[config.mk]
export PLATFORM = sky130hd
export DESIGN_NAME = wptr_full_ctrl
export DESIGN_NICKNAME = d
export VERILOG_FILES = /design/src/rtl/wptr_full_ctrl.sv
export SDC_FILE = /design/constraint.sdc
export NUM_CORES = 1
export LEC_CHECK = 0
export ABC_AREA = 1
export CAP_MARGIN = 10
export CORE_UTILIZATION = 45
export DETAILED_ROUTE_END_ITERATION = 6
export PLACE_DENSITY = 0.86
export SYNTH_ARGS = -nofsm -noshare
export SYNTH_HDL_FRONTEND = slang
export SYNTH_SLANG_ARGS = --single-unit
[constraint.sdc]
create_clock -name wclk -period 2.53 [get_ports wclk]
set_input_delay 0.506 -clock wclk [delete_from_list [all_inputs] [get_ports wclk]]
set_output_delay 0.506 -clock wclk [all_outputs]
set_load 0.02 [all_outputs]
[src/rtl/wptr_full_ctrl.sv]
// Write-side pointer, full flag, level and sticky overflow for an async FIFO.
// Optional almost-full output is compiled in with `define WPTR_ALMOST_FULL_EN.
module wptr_full_ctrl #(
    parameter int ASIZE     = 4,
    parameter int AF_THRESH = 14
) (
    input  logic             wclk,
    input  logic             wrst,
    input  logic             winc,
    input  logic             wovf_clr,
    input  logic [ASIZE:0]   s_rptr,
    output logic             wen,
    output logic [ASIZE-1:0] waddr,
    output logic [ASIZE:0]   wptr,
    output logic             wfull,
    output logic [ASIZE:0]   wlevel,
    output logic             wovf
`ifdef WPTR_ALMOST_FULL_EN
    ,
    output logic             walmost_full
`endif
);

    logic [ASIZE:0] wbin_q, wbin_d;
    logic [ASIZE:0] wptr_q, wptr_d;
    logic [ASIZE:0] wlevel_q, wlevel_d;
    logic [ASIZE:0] rbin;
    logic           wfull_q, wfull_d;
    logic           wovf_q, wovf_d;

    assign wen   = winc & ~wfull_q;
    assign waddr = wbin_q[ASIZE-1:0];
    assign wptr  = wptr_q;
    assign wfull = wfull_q;
    assign wlevel = wlevel_q;
    assign wovf  = wovf_q;

    always_comb begin
        rbin = '0;
        rbin[ASIZE] = s_rptr[ASIZE];
        for (int i = ASIZE - 1; i >= 0; i--) begin
            rbin[i] = rbin[i+1] ^ s_rptr[i];
        end
    end

    always_comb begin
        wbin_d   = wbin_q + {{ASIZE{1'b0}}, wen};
        wptr_d   = wbin_d ^ (wbin_d >> 1);
        // Full when the write Gray pointer is one lap ahead of the read pointer.
        wfull_d  = (wptr_d == {~s_rptr[ASIZE:ASIZE-1], s_rptr[ASIZE-2:0]});
        wlevel_d = wbin_d - rbin;
        // Set has priority over clear.
        wovf_d   = (winc & wfull_q) | (wovf_q & ~wovf_clr);
    end

    always_ff @(posedge wclk) begin
        if (wrst) begin
            wbin_q   <= '0;
            wptr_q   <= '0;
            wfull_q  <= 1'b0;
            wlevel_q <= '0;
            wovf_q   <= 1'b0;
        end else begin
            wbin_q   <= wbin_d;
            wptr_q   <= wptr_d;
            wfull_q  <= wfull_d;
            wlevel_q <= wlevel_d;
            wovf_q   <= wovf_d;
        end
    end

`ifdef WPTR_ALMOST_FULL_EN
    localparam logic [ASIZE:0] AF_T = (ASIZE+1)'(AF_THRESH);
    logic walmost_full_q, walmost_full_d;

    assign walmost_full_d = (wlevel_d >= AF_T);
    assign walmost_full   = walmost_full_q;

    always_ff @(posedge wclk) begin
        if (wrst) walmost_full_q <= 1'b0;
        else      walmost_full_q <= walmost_full_d;
    end
`endif

endmodule

== Yosys cells after proc, flatten, opt, wreduce, memory -nomap -nowiden ==
Cells that the tools add are included.
W data, S select, Z words.
Storage, ports and cells
  register bits after elaboration: 17
  bits of input ports: 9
  output and inout bits: 17
  logic and storage cells: 20
Operators by class
  $add $sub $neg: 2
  equality and inequality tests: 1
  bitwise operators: 12
Operators by type and width (count)
  $add A5 B1 Y5: 1
  $eq A5 B5 Y1: 1
  $sub A5 B5 Y5: 1
  $xor A5 B4 Y5: 1
  $xor A1 B1 Y1: 4
  $and A1 B1 Y1: 3
  $not A1 Y1: 2
  $not A2 Y2: 1
  $or A1 B1 Y1: 1

== Longest topological paths before layout ==
  depth after elaboration: 5
  mapped depth: 18
  mapped depth without buffers: 18

== Worst setup path after synthesis ==
No wires, ideal clock.
  path kind: input -> register
  start point: input port winc
  end point: register wlevel_q[3], in the netlist wlevel[3]
  arrival time: 2296 ps
  required time: 2411 ps
  path slack: 115 ps
  stages: 12
  cells stage by stage: inv_1 -> nor2_1 -> ha_1 -> ha_1 -> nand2_1 -> nand2_2 -> inv_1 -> ha_1 -> a21oi_1 -> nand2_1 -> o21ai_0 -> a21oi_1
Between the ends
  word-level cells in the longest chain between the ends: 3
Ends and longest elaborated chain
  start, declared: RTL line 9  | input logic winc,
  $and A1 B1 Y1: RTL line 31  | assign wen = winc & ~wfull_q;
  net wen: RTL line 12  | output logic wen,
  $add A5 B1 Y5: RTL line 47  | wbin_d = wbin_q + {{ASIZE{1'b0}}, wen};
  net wbin_d[2]: RTL line 24  | logic [ASIZE:0] wbin_q, wbin_d;
  $sub A5 B5 Y5: RTL line 51  | wlevel_d = wbin_d - rbin;
  end signal, assigned: RTL line 67  | wlevel_q <= wlevel_d;
  end, declared: RTL line 26  | logic [ASIZE:0] wlevel_q, wlevel_d;
The timed path passes the listed nets, and every way through them passes these cells.
A chain may end at the register's enable or synchronous reset.

== Final worst setup path ==
  start point: input port winc
  end point: register wlevel_q[3], in the netlist wlevel[3]
Between the ends
  word-level cells in the longest chain between the ends: 3
Ends and longest elaborated chain (RTL line)
  $and A1 B1 Y1: 31
  $add A5 B1 Y5: 47
  net wbin_d[2]: 24
  $sub A5 B5 Y5: 51
The timed path passes the listed nets, and every way through them passes these cells.

==> run metrics <==
Final #Nets 191; Post-DRT Antenna Nets 0; Pwr Density 502 nW/µm²; Final GP Congestion 0.868; CTS tree built; critical path required time 2.71 ns; synth warn 0; Mapped Area 878 µm²; IO Port Bufs 25; post-synthesis mux area share 0%; ys flop type dfxtp_1; RSZ-0062 raised after global routing false; setup bufs post-CTS 0; CP peak stage delay 0.48 ns; CP most frequent cell ha_1; maximum VDD drop 326 µV; number of distinct library cells after synthesis 14; WS Path Type input pin to register; worst-skew pair later-pin latency 0.28 ns; fmax 413 MHz; post-synthesis adder-cell area fraction 10.8%; Clock transition at path regs 0.09 ns; CTS buffer count 3; Total GRT Usage 22.8%; Seq/Total Area, Yosys 36.5%; Post-Synth Simple-Gate Area 37.0%; setup violators final 0; remaining global-route overflow 0; Max Cap Viol 0; family with the most delay on the worst path adder cells; initial antenna violation count 0; worst path cell trace clkdlybuf4s50_1, inv_1, nor2_1, ha_1, ha_1, nand2_1, nand2_2, inv_1, ha_1, a21oi_1, nand2_1, o21ai_0, a21oi_1; n_diodes 0; share of cells above drive strength 1 13.3%; Post-DP HPWL 1690 µm; pre-CTS setup slack -0.301 ns; die height 46.2 µm; number of global-route vias before repair 868; Initial Utilization 49.3%; largest family of logic cells by synthesized area simple AND/OR/NAND/NOR gates; slew margin rel. 83.9%; XOR/XNOR Fraction of Synth Area 0%; Core Area 1780 µm²; Routed WL 2190 µm; leakage 0.000673 µW; DRT iter0 DRCs 26; # H-tree levels 1; Worst setup EP type register; Crit-path slowest cell clkdlybuf4s50_1; count of final hold-check violations 0; Clock Skew 0.00398 ns; Die W 46.2 µm; Synth Area in Compound Gates 6.27%; Critical path buffers and inverters 3; post-route setup slack 0.109 ns; Post-synth EDFFs 0; Syn Inst Count 133; clk sink count 16; Avg Cell Area, Syn 6.60 µm²; crit path DAT 2.60 ns; drt wl/cell 11.0 µm; Final period util 95.7%; Hold WC Path Type register to register; largest net degree at the start of global routing 12; maximum clock insertion buffer count 2; root buffer cell clkbuf_4; min cycle time layout 2.42 ns; via/cell ratio 5.01; status finished, final reports clean; area delta synth->final 46.4%; most frequent cells in the layout 42 x nand2_1, 23 x clkdlybuf4s50_1, 20 x inv_1; synthesized flop and latch total 16; Slew Limit Fails 0; worst slew pin tran 0.241 ns; drt pass-1 iters 4; via count 991; Die ar. 2130 µm²; Rows 15; most common cell after layout, fill and taps aside nand2_1; ys async rst share 0%; post-synth net total 149; final core utilization 72.1%; total power 646 µW; startpoint types input pin; # DRC 0; # IOs 26; peak fanout along the critical path 4; first-pass GRT wire length 3340 µm
-- report_power, final --
| group | internal, µW | total, µW | switching (µW) |
|---|---|---|---|
| Combinational | 112 | 232 | 121 |
| Sequential | 274 | 281 | 7.84 |
| Clock | 55.2 | 132 | 77.1 |
-- state kept, by name (all words and copies together), names as in the netlist --
signal	cells
wptr	4
wovf	1
wbin_q	5
wfull	1
wlevel	5
-- worst paths after layout --
path / to / from / cells after the start / slack (ns)
hold / removal: wovf / wovf / 2 / 0.48
setup / recovery: wlevel[3] / winc / 13 / 0.11
hold reg to reg: wovf / wovf / 2 / 0.48
setup reg to reg: wlevel[3] / wfull / 11 / 0.50
-- cells in the mapped netlist (2+ instances only) --
cell | count | share of area [%]
dfxtp_1 | 16 | 36
a21oi_1 | 9 | 5.1
nor2_1 | 13 | 5.6
nand2_2 | 3 | 2.1
nand3_1 | 13 | 7.4
nand2_1 | 43 | 18
nand4_1 | 3 | 2.1
o21ai_0 | 2 | 1.1
ha_1 | 6 | 8.5
inv_1 | 21 | 9.0
-- through the flow --
stage,cells,hold slack (ns),setup TNS [ns],instance area [µm²]
after floorplan,133,0.529,0,878
final,198,0.477,0,1290
after CTS,198,0.482,0,1280
after global routing,198,0.500,0,1290
after detailed placement,195,0.468,-0.746,1250
after global placement,195,0.449,-0.264,1250
-- kinds of logic after synthesis --
family / Yosys count
simple gates: 77
buf+inv: 22
flops: 16
compound gates: 11
fa+ha+maj: 7
-- layer usage --
metal	global-route usage [%]	vias to the layer above	wire (µm)
li1	-	500	-
met1	25.1	458	945
met2	40.0	27	1120
met3	3.92	6	66
met4	14.1	0	53
met5	0	-	0
-- tightest hold or removal path, cell delays in order (launching register included) --
cell     delay [ns]
dfxtp_1        0.32
nand2_1        0.06
a21oi_1        0.05
-- layout make-up --
class	count	area [µm²]
inverters	21	78.8
flip-flops and latches	16	320
fillers	124	497
well taps	25	31.3
clock buffers	3	22.5
multi-input cells	95	480
repair buffers	38	353
-- timing repair --
item / CTS / global route
gates resized for setup: 1 / 5
endpoints found under the setup margin: 1 / 2
pin swaps: 0 / 1
hold buffers: 0 / 0
Power figures use the tool's default switching activity.
